<file path="src/rtl/universal_shift_reg_if.sv">
// Bus bundle for universal_shift_reg: operation controls, data and serial inputs in; register state out.
// No handshake: every control input is sampled on every rising clock edge.
interface universal_shift_reg_if #(
   parameter int WIDTH = 8,
   parameter int CW    = $clog2(WIDTH) + 1
);
   logic [1:0]       mode;
   logic [WIDTH-1:0] d;
   logic             ser_in_msb;
   logic             ser_in_lsb;
   logic             rot;
   logic [WIDTH-1:0] q;
   logic             ser_out_r;
   logic             ser_out_l;
   logic [CW-1:0]    shift_cnt;
   logic             frame_done;

   modport master (
      output mode, d, ser_in_msb, ser_in_lsb, rot,
      input  q, ser_out_r, ser_out_l, shift_cnt, frame_done
   );

   modport slave (
      input  mode, d, ser_in_msb, ser_in_lsb, rot,
      output q, ser_out_r, ser_out_l, shift_cnt, frame_done
   );
endinterface

</file>
<file path="src/rtl/universal_shift_reg.sv">
// Universal shift register: hold / shift right / shift left / parallel load, with a frame counter
// pulsing frame_done every WIDTH shifts. Optional rotate feedback is enabled by defining USR_ROTATE_EN.
module universal_shift_reg #(
   parameter int WIDTH = 8,
   parameter int CW    = $clog2(WIDTH) + 1
) (
   input logic                  clk,
   input logic                  reset,
   universal_shift_reg_if.slave bus
);
   localparam logic [1:0] MODE_HOLD  = 2'b00;
   localparam logic [1:0] MODE_RIGHT = 2'b01;
   localparam logic [1:0] MODE_LEFT  = 2'b10;
   localparam logic [1:0] MODE_LOAD  = 2'b11;
   localparam logic [CW-1:0] LAST_CNT = CW'(WIDTH - 1);

   logic [WIDTH-1:0] q_r;
   logic [CW-1:0]    cnt_r;
   logic             done_r;
   logic             msb_fill;
   logic             lsb_fill;
   logic             wrap;

`ifdef USR_ROTATE_EN
   // Rotation recirculates the bit falling off the far end instead of the serial input.
   always_comb begin
      msb_fill = bus.rot ? q_r[0]       : bus.ser_in_msb;
      lsb_fill = bus.rot ? q_r[WIDTH-1] : bus.ser_in_lsb;
   end
`else
   logic unused_rot;
   assign unused_rot = bus.rot;

   always_comb begin
      msb_fill = bus.ser_in_msb;
      lsb_fill = bus.ser_in_lsb;
   end
`endif

   assign wrap = (cnt_r == LAST_CNT);

   always_ff @(posedge clk) begin
      if (reset) begin
         q_r    <= '0;
         cnt_r  <= '0;
         done_r <= 1'b0;
      end else begin
         case (bus.mode)
            MODE_HOLD: begin
               done_r <= 1'b0;
            end
            MODE_RIGHT, MODE_LEFT: begin
               if (bus.mode == MODE_RIGHT) q_r <= {msb_fill, q_r[WIDTH-1:1]};
               else                        q_r <= {q_r[WIDTH-2:0], lsb_fill};
               // Both directions share one frame count.
               cnt_r  <= wrap ? '0 : cnt_r + 1'b1;
               done_r <= wrap;
            end
            MODE_LOAD: begin
               q_r    <= bus.d;
               cnt_r  <= '0;
               done_r <= 1'b0;
            end
            default: begin
               done_r <= 1'b0;
            end
         endcase
      end
   end

   assign bus.q          = q_r;
   assign bus.shift_cnt  = cnt_r;
   assign bus.frame_done = done_r;
   assign bus.ser_out_r  = q_r[0];
   assign bus.ser_out_l  = q_r[WIDTH-1];
endmodule

</file>
<file path="src/flat_wrapper.sv">
// flat-port wrapper written by rule: the top's interface ports become plain ports
module universal_shift_reg_flat 
#(
   parameter int WIDTH = 8,
   parameter int CW    = $clog2(WIDTH) + 1
)
  (clk, reset, bus_mode, bus_d, bus_ser_in_msb, bus_ser_in_lsb, bus_rot, bus_q, bus_ser_out_r, bus_ser_out_l, bus_shift_cnt, bus_frame_done);
  universal_shift_reg_if #(.WIDTH(WIDTH), .CW(CW)) bus_i ();
  input logic clk;
  input logic reset;
  input wire logic [$bits(bus_i.mode)-1:0] bus_mode;
  input wire logic [$bits(bus_i.d)-1:0] bus_d;
  input wire logic [$bits(bus_i.ser_in_msb)-1:0] bus_ser_in_msb;
  input wire logic [$bits(bus_i.ser_in_lsb)-1:0] bus_ser_in_lsb;
  input wire logic [$bits(bus_i.rot)-1:0] bus_rot;
  output wire logic [$bits(bus_i.q)-1:0] bus_q;
  output wire logic [$bits(bus_i.ser_out_r)-1:0] bus_ser_out_r;
  output wire logic [$bits(bus_i.ser_out_l)-1:0] bus_ser_out_l;
  output wire logic [$bits(bus_i.shift_cnt)-1:0] bus_shift_cnt;
  output wire logic [$bits(bus_i.frame_done)-1:0] bus_frame_done;
  assign bus_i.mode = bus_mode;
  assign bus_i.d = bus_d;
  assign bus_i.ser_in_msb = bus_ser_in_msb;
  assign bus_i.ser_in_lsb = bus_ser_in_lsb;
  assign bus_i.rot = bus_rot;
  assign bus_q = bus_i.q;
  assign bus_ser_out_r = bus_i.ser_out_r;
  assign bus_ser_out_l = bus_i.ser_out_l;
  assign bus_shift_cnt = bus_i.shift_cnt;
  assign bus_frame_done = bus_i.frame_done;
  universal_shift_reg #(.WIDTH(WIDTH), .CW(CW)) u_core (.clk(clk), .reset(reset), .bus(bus_i));
endmodule
</file>
<file path="config.mk">
export PLATFORM = sky130hd
export DESIGN_NAME = universal_shift_reg_flat
export DESIGN_NICKNAME = d
export VERILOG_FILES = /design/src/rtl/universal_shift_reg_if.sv /design/src/rtl/universal_shift_reg.sv /design/src/flat_wrapper.sv
export SDC_FILE = /design/constraint.sdc
export NUM_CORES = 1
export LEC_CHECK = 0
export CAP_MARGIN = 20
export CELL_PAD_IN_SITES_DETAIL_PLACEMENT = 1
export CELL_PAD_IN_SITES_GLOBAL_PLACEMENT = 2
export CORE_AREA = 8 8 61 63
export DETAILED_ROUTE_END_ITERATION = 7
export DIE_AREA = 0 0 69 71
export PLACE_DENSITY_LB_ADDON = 0.25
export REMOVE_ABC_BUFFERS = 1
export SYNTH_ARGS = -nofsm -noshare
export SYNTH_HDL_FRONTEND = slang
export SYNTH_SLANG_ARGS = --single-unit
export TNS_END_PERCENT = 50
</file>
<file path="constraint.sdc">
create_clock -name clk -period 3 [get_ports clk]
set_input_delay 0.6 -clock clk [delete_from_list [all_inputs] [get_ports clk]]
set_output_delay 0.6 -clock clk [all_outputs]
set_load 0.05 [all_outputs]
</file>
==> Word level (Yosys, flattened, before mapping) <==
Index checks and enable logic that the tools add are counted.
{ "word_totals": {"elab_cells": 17, "regBits": 13} }
{ "classes": {"mux": 5, "reduce_logical": 4, "add_sub_neg": 1, "n_eq_ne": 4} }
{ "ops": {"columns": ["op", "count"], "rows": [
  ["one-hot mux 8 bit (2 select lines)", 1],
  ["two-way mux 8 bit", 1],
  ["one-hot mux 4 bit (2 select lines)", 1],
  ["adder 4 x 1 -> 4 bit (second input constant)", 1],
  ["== test 2 bit (second input constant)", 2],
  ["== test 4 x 3 -> 1 bit (second input constant)", 1],
  ["two-way mux 4 bit", 1],
  ["OR reduction 2 bit", 2],
  ["== test 2 x 1 -> 1 bit (second input constant)", 1],
  ["zero test 2 bit", 1],
  ["one-hot mux 1 bit (2 select lines)", 1],
  ["nonzero test 2 bit", 1]
]} }

==> Logic depth before layout (Yosys ltp) <==
Gate-level depths: netlist of the first run.
{ "depth": {"ltp_word": 3, "ltp_mapped": 5} }

==> Worst setup path before layout of the first run <==
OpenSTA, ideal clock, no wires.
{ "synth_timing": {"path_kind": "register to output", "startpoint": "register u_core.q_r[7] (netlist: u_core.bus.q[7])", "endpoint": "output bus_q[7]", "slack_ns": 1.479, "n_path_buf": 1, "path_stages_with_launch": 2, "t_arrival_ns": 0.921, "path_cell_list": "dfxtp_1 buf_4"} }
{ "synth_lines": {"columns": ["item", "line", "text"], "rows": [
  ["start: declaration", "universal_shift_reg.sv:17", "logic [WIDTH-1:0] q_r;"],
  ["start signal: assignment", "universal_shift_reg.sv:53", "if (bus.mode == MODE_RIGHT) q_r <= {msb_fill, q_r[WIDTH-1:1]};"],
  ["start signal: assignment", "universal_shift_reg.sv:54", "else q_r <= {q_r[WIDTH-2:0], lsb_fill};"],
  ["start signal: assignment", "universal_shift_reg.sv:60", "q_r <= bus.d;"],
  ["end: declaration", "flat_wrapper.sv:16", "output wire logic [$bits(bus_i.q)-1:0] bus_q;"]
]} }
No word-level cell between the ends.

==> Worst setup path in the final report of the first run <==
{ "layout_timing": {"startpoint": "register u_core.cnt_r[2] (netlist: u_core.bus.shift_cnt[2])", "endpoint": "output bus_shift_cnt[2]"} }
{ "layout_lines": {"columns": ["item", "line", "text"], "rows": [
  ["start: declaration", "universal_shift_reg.sv:18", "logic [CW-1:0] cnt_r;"],
  ["start signal: assignment", "universal_shift_reg.sv:56", "cnt_r <= wrap ? '0 : cnt_r + 1'b1;"],
  ["end: declaration", "flat_wrapper.sv:19", "output wire logic [$bits(bus_i.shift_cnt)-1:0] bus_shift_cnt;"]
]} }
No word-level cell between the ends.

==> impl_metrics.env, run 1 <==
export IMPL_post_route_period_util=0.7080
export IMPL_ys_seq_elements=13
export IMPL_initial_utilization=0.2583
export IMPL_cp_required_ns=2.40
export IMPL_max_freq_mhz=470.8
export IMPL_hpwl_mm=1.347
export IMPL_worst_path_buf_inv=1
export IMPL_htreeDepth=1
export IMPL_final_nets=101
export IMPL_post_synth_num_cell_types=26
export IMPL_grt_met1_usage=0.08692
export IMPL_met3_usage=0.02098
export IMPL_drt_total_wl_mm=1.840
export IMPL_worstPathCellList="clkdlybuf4s50_1"
export IMPL_place_gp_congestion=0.7151
export IMPL_area_growth_pct=39.90
export IMPL_wl_per_cell_um=15.73
export IMPL_placed_cells=113
export IMPL_die_area_mm2=0.004899
export IMPL_placementRows=20
export IMPL_synth_simple_area_share=0.1324
export IMPL_drive_gt1_frac=0.08333
export IMPL_syn_inst=57
export IMPL_synth_compound_area_frac=0.05772
export IMPL_synthMuxAreaShare=0.2937
export IMPL_synth_seq_area_share=0.3531
export IMPL_path_clk_slew_ns=0.08
export IMPL_drt_iter0_drc=13
export IMPL_grt_pass1_wl_mm=3.056
export IMPL_num_vias=572
export IMPL_fp_dieH_um=71
export IMPL_synthAdderAreaFrac=0.03056
export IMPL_crit_slowest_cell="clkdlybuf4s50_1"
export IMPL_cts_resized=0
export IMPL_relSlewSlack=0.6327
export IMPL_clock_sinks=13
export IMPL_grt_overflow_total=0
export IMPL_synth_area_top_cells="dfxtp_1, mux4_1, nor2b_1"
export IMPL_rsz0062_at_grt="no"
export IMPL_core_mm2=0.002853
export IMPL_io_pin_count=30
export IMPL_numPortBuffers=28
export IMPL_critPathKind="flip-flop to primary output"
export IMPL_ys_warn_count=0
export IMPL_cts_max_path_buffers=2
export IMPL_cts_tree="built"
export IMPL_clockRootBuffer="clkbuf_4"
export IMPL_critPathCaptureType="primary output"
export IMPL_setup_violations=0
export IMPL_final_common_cell="clkdlybuf4s50_1"
export IMPL_grt_pass1_vias=610
export IMPL_hp_class="flip-flop to flip-flop"
export IMPL_layoutNonFillerInstCount=117
export IMPL_layout_common_cells="clkdlybuf4s50_1, dfxtp_1, nor2b_1"
export IMPL_post_route_min_period_ns=2.124
export IMPL_grt_max_degree=16
export IMPL_max_stage_delay_ns=0.83
export IMPL_n_antenna_cell=0
export IMPL_synth_top_family_by_area="multiplexers"
export IMPL_leakage_uw=0.0004001
export IMPL_status="complete, no violations"
export IMPL_mappedNetlistArea_um2=737.0
export IMPL_grt_use_met2=0.1189
export IMPL_maxCapViolCount=0
export IMPL_synth_top_area_cell="dfxtp_1"
export IMPL_worstPathMaxFanout=5
export IMPL_grt_usage=0.07588
export IMPL_drv_slew=0
export IMPL_avgViaCountPerCell=4.889
export IMPL_crit_family="buffers and inverters"
export IMPL_drtAntennaViolNets=0
export IMPL_pwr_density_cell_mw_per_mm2=410.7
export IMPL_holdBufCountCts=0
export IMPL_numCtsBuffers=3
export IMPL_synth_top_area_frac=0.3531
export IMPL_fin_setup_tns_ns=0
export IMPL_hold_viol_final=0
export IMPL_post_cts_repair_setup_buffers=0
export IMPL_dr_pass1_iters=4
export IMPL_arrival_ns=1.52
export IMPL_busiest_layer="met2"
export IMPL_drc=0
export IMPL_peakVddDrop_mv=0.1485
export IMPL_start_kind="flip-flop"
export IMPL_antenna_found_initial=0
export IMPL_avgSynthCellArea_um2=12.93
export IMPL_yosys_area_share_xor_xnor=0.03396
export IMPL_fin_skew_ns=0.002347
export IMPL_clock_latency_ns=0.27
export IMPL_worst_slew_pin_transition_ns=0.5492
export IMPL_die_w_um=69
-- synthesized netlist by cell type (all sizes together) --
cell type,number
a211oi,1
a21oi,1
a311o,1
and3,1
buf,6
clkbuf,1
dfxtp,13
ha,1
inv,1
maj3,1
mux2i,1
mux4,8
nand2,2
nand3b,2
nor2,2
nor2b,8
nor3,1
nor4,1
o21a,1
o21ai,1
o31ai,1
xnor2,1
xor2,1
-- metrics by stage --
step	cell area, µm²	util	setup WS, ns	total power (µW)	hold WS [ns]
finish	1031	0.3614	0.8759	423.4	0.4979
global route	1031	0.3614	0.8284	447.0	0.5320
CTS	1031	0.3614	0.8566	434.4	0.5000
detailed placement	1005	0.3522	0.7357	318.3	0.4876
global placement	1005	0.3522	0.7437	317.2	0.4771
floorplan	668.1	-	1.469	262.2	0.6691
-- logic make-up (layout without fill, tap and decap cells) --
| group | after synthesis | count (layout) |
|---|---|---|
| AND/OR/NAND/NOR | 17 | 17 |
| multiplexers | 9 | 9 |
| AO/OA/AOI/OAI | 6 | 6 |
| flip-flops | 13 | 13 |
| adder cells (fa/ha/maj) | 2 | 2 |
| XOR/XNOR | 2 | 2 |
| buffers and inverters | 8 | 35 |
-- final timing paths --
kind                      startpoint                       to  slack, ns  cells after the start
min          u_core.bus.shift_cnt[3]    u_core.bus.frame_done       0.50                      1
min reg2reg  u_core.bus.shift_cnt[3]    u_core.bus.frame_done       0.50                      1
max          u_core.bus.shift_cnt[2]         bus_shift_cnt[2]       0.88                      1
max reg2reg  u_core.bus.shift_cnt[2]  u_core.bus.shift_cnt[3]       1.76                      3
-- layer usage --
metal / routed length, µm / share of wire
met4: 24 / 0.013
met3: 114 / 0.062
met5: 0 / 0
met1: 859 / 0.47
met2: 841 / 0.46
-- registers in the layout (all words and copies together) (netlist names) --
register	cells
u_core.bus.frame_done	1
u_core.bus.shift_cnt	4
u_core.bus.q	8
-- cell type report --
cell class | count | area (µm²)
fillers | 322 | 1822
multi-input cells | 36 | 404.1
repair buffers | 30 | 295.3
flip-flops and latches | 13 | 260.3
well taps | 33 | 41.29
clock buffers | 4 | 26.28
inverters | 1 | 3.754
-- report_power, final --
part	total, µW	internal [µW]	switching (µW)
registers	190	181	8.89
logic	123	59.9	62.9
clock network	110	51.5	58.9
Power figures use the tool's default switching activity.
==> run 2: changes to the inputs <==
CORE_AREA = 8 8 63 65   (was 8 8 61 63)
DIE_AREA = 0 0 71 73   (was 0 0 69 71)
clock period = 2 ns   (was 3 ns; I/O delays follow)
==> impl_metrics.env, run 2 (synthesized netlist as in run 1, its figures left out) <==
export IMPL_cts_max_path_buffers=2
export IMPL_crit_family="buffers and inverters"
export IMPL_placed_cells=116
export IMPL_swShare=0.3055
export IMPL_drc=0
export IMPL_place_ws_ns=0.03706
export IMPL_start_kind="flip-flop"
export IMPL_holdBufCountCts=0
export IMPL_grt_overflow_total=0
export IMPL_layout_setup_ws_ns=0.07141
export IMPL_io_pin_count=30
export IMPL_wl_per_cell_um=15.82
export IMPL_cp_required_ns=1.60
export IMPL_grt_usage=0.07915
export IMPL_place_gp_congestion=0.6487
export IMPL_antenna_found_initial=0
export IMPL_initial_utilization=0.2496
export IMPL_post_route_min_period_ns=1.929
export IMPL_clockRootBuffer="clkbuf_4"
export IMPL_worstPathCellList="clkdlybuf4s50_1"
export IMPL_numCtsBuffers=3
export IMPL_utilization=0.3551
export IMPL_peakVddDrop_mv=0.1742
export IMPL_p_clk_frac=0.256
export IMPL_die_w_um=71
export IMPL_drive_gt1_frac=0.1379
export IMPL_cts_resized=0
export IMPL_leakage_uw=0.0004179
export IMPL_clock_latency_ns=0.27
export IMPL_pwr_share_comb=0.295
export IMPL_grt_pass1_wl_mm=3.229
export IMPL_worst_slew_pin_transition_ns=0.5043
export IMPL_hpwl_mm=1.459
export IMPL_cts_tree="built"
export IMPL_final_common_cell="clkdlybuf4s50_1"
export IMPL_layoutNonFillerInstCount=120
export IMPL_numPortBuffers=28
export IMPL_dr_pass1_iters=2
export IMPL_grt_pass1_vias=670
export IMPL_final_nets=104
export IMPL_n_antenna_cell=0
export IMPL_critPathKind="flip-flop to primary output"
export IMPL_drtAntennaViolNets=0
export IMPL_die_area_mm2=0.005183
export IMPL_worst_path_buf_inv=1
export IMPL_arrival_ns=1.53
export IMPL_largest_reg_flops=8
export IMPL_htreeDepth=1
export IMPL_rsz0062_at_grt="no"
export IMPL_crit_slowest_cell="clkdlybuf4s50_1"
export IMPL_drt_iter0_drc=32
export IMPL_whs_ns=0.4926
export IMPL_path_clk_slew_ns=0.08
export IMPL_critPathCaptureType="primary output"
export IMPL_relSlewSlack=0.6628
export IMPL_drv_slew=0
export IMPL_worstPathMaxFanout=5
export IMPL_hold_viol_final=0
export IMPL_p_int_uw=441.8
export IMPL_post_cts_repair_setup_buffers=0
export IMPL_num_vias=581
export IMPL_maxCapViolCount=0
export IMPL_layout_common_cells="clkdlybuf4s50_1, dfxtp_1, nor2b_1"
export IMPL_post_route_period_util=0.9643
export IMPL_setup_violations=0
export IMPL_hp_class="flip-flop to flip-flop"
export IMPL_pwr_density_cell_mw_per_mm2=606.7
export IMPL_area_growth_pct=42.28
export IMPL_clock_sinks=13
export IMPL_seq_power_share=0.449
export IMPL_fin_skew_ns=0.001786
export IMPL_nFillCells=342
export IMPL_switching_power_uw=194.3
export IMPL_placementRows=20
export IMPL_core_mm2=0.002953
export IMPL_status="complete, no violations"
export IMPL_max_stage_delay_ns=0.84
export IMPL_max_freq_mhz=518.5
export IMPL_grt_max_degree=12
export IMPL_avgViaCountPerCell=4.842
export IMPL_fin_setup_tns_ns=0
export IMPL_fp_dieH_um=73
export IMPL_drt_total_wl_mm=1.898
==> run 2: per-layer routing <==
layer | up-vias | track usage | routed length, µm
met5 | - | 0 | 0
met4 | 0 | 0.04850 | 27
met3 | 2 | 0.02198 | 117
met2 | 16 | 0.1318 | 904
met1 | 287 | 0.08782 | 849
li1 | 276 | - | -
==> run 2: worst paths after layout <==
kind	start	endpoint	slack (ns)	depth (start not counted)
worst min register to register	u_core.bus.shift_cnt[3]	u_core.bus.frame_done	0.49	1
worst min-delay path	u_core.bus.shift_cnt[3]	u_core.bus.frame_done	0.49	1
worst max register to register	u_core.bus.shift_cnt[2]	u_core.bus.shift_cnt[3]	0.81	3
worst max-delay path	u_core.bus.shift_cnt[2]	bus_shift_cnt[2]	0.07	1
==> run 2: final cells by class <==
class | count | area (µm²) | share of cell area
multi-input cells | 36 | 404.1 | 0.3854
inverters | 1 | 3.754 | 0.003580
clock buffers | 4 | 26.28 | 0.02506
repair buffers | 33 | 312.8 | 0.2983
well taps | 33 | 41.29 | 0.03938
flip-flops and latches | 13 | 260.3 | 0.2482
==> run 2: power by group through the flow <==
stage,combinational (µW),clock [µW],sequential [µW]
2_1_floorplan,49.3,0,344
3_3_place_gp,188,0,291
3_5_place_dp,190,0,292
4_1_cts,191,175,286
5_1_grt,200,184,289
6_report,188,163,285
==> run 2: per-stage QoR <==
step | area (µm²) | power (µW)
finish | 1049 | 636.1
global route | 1049 | 672.9
CTS | 1049 | 651.9
detailed placement | 1022 | 481.4
global placement | 1022 | 479.6
floorplan | 668.1 | 393.3
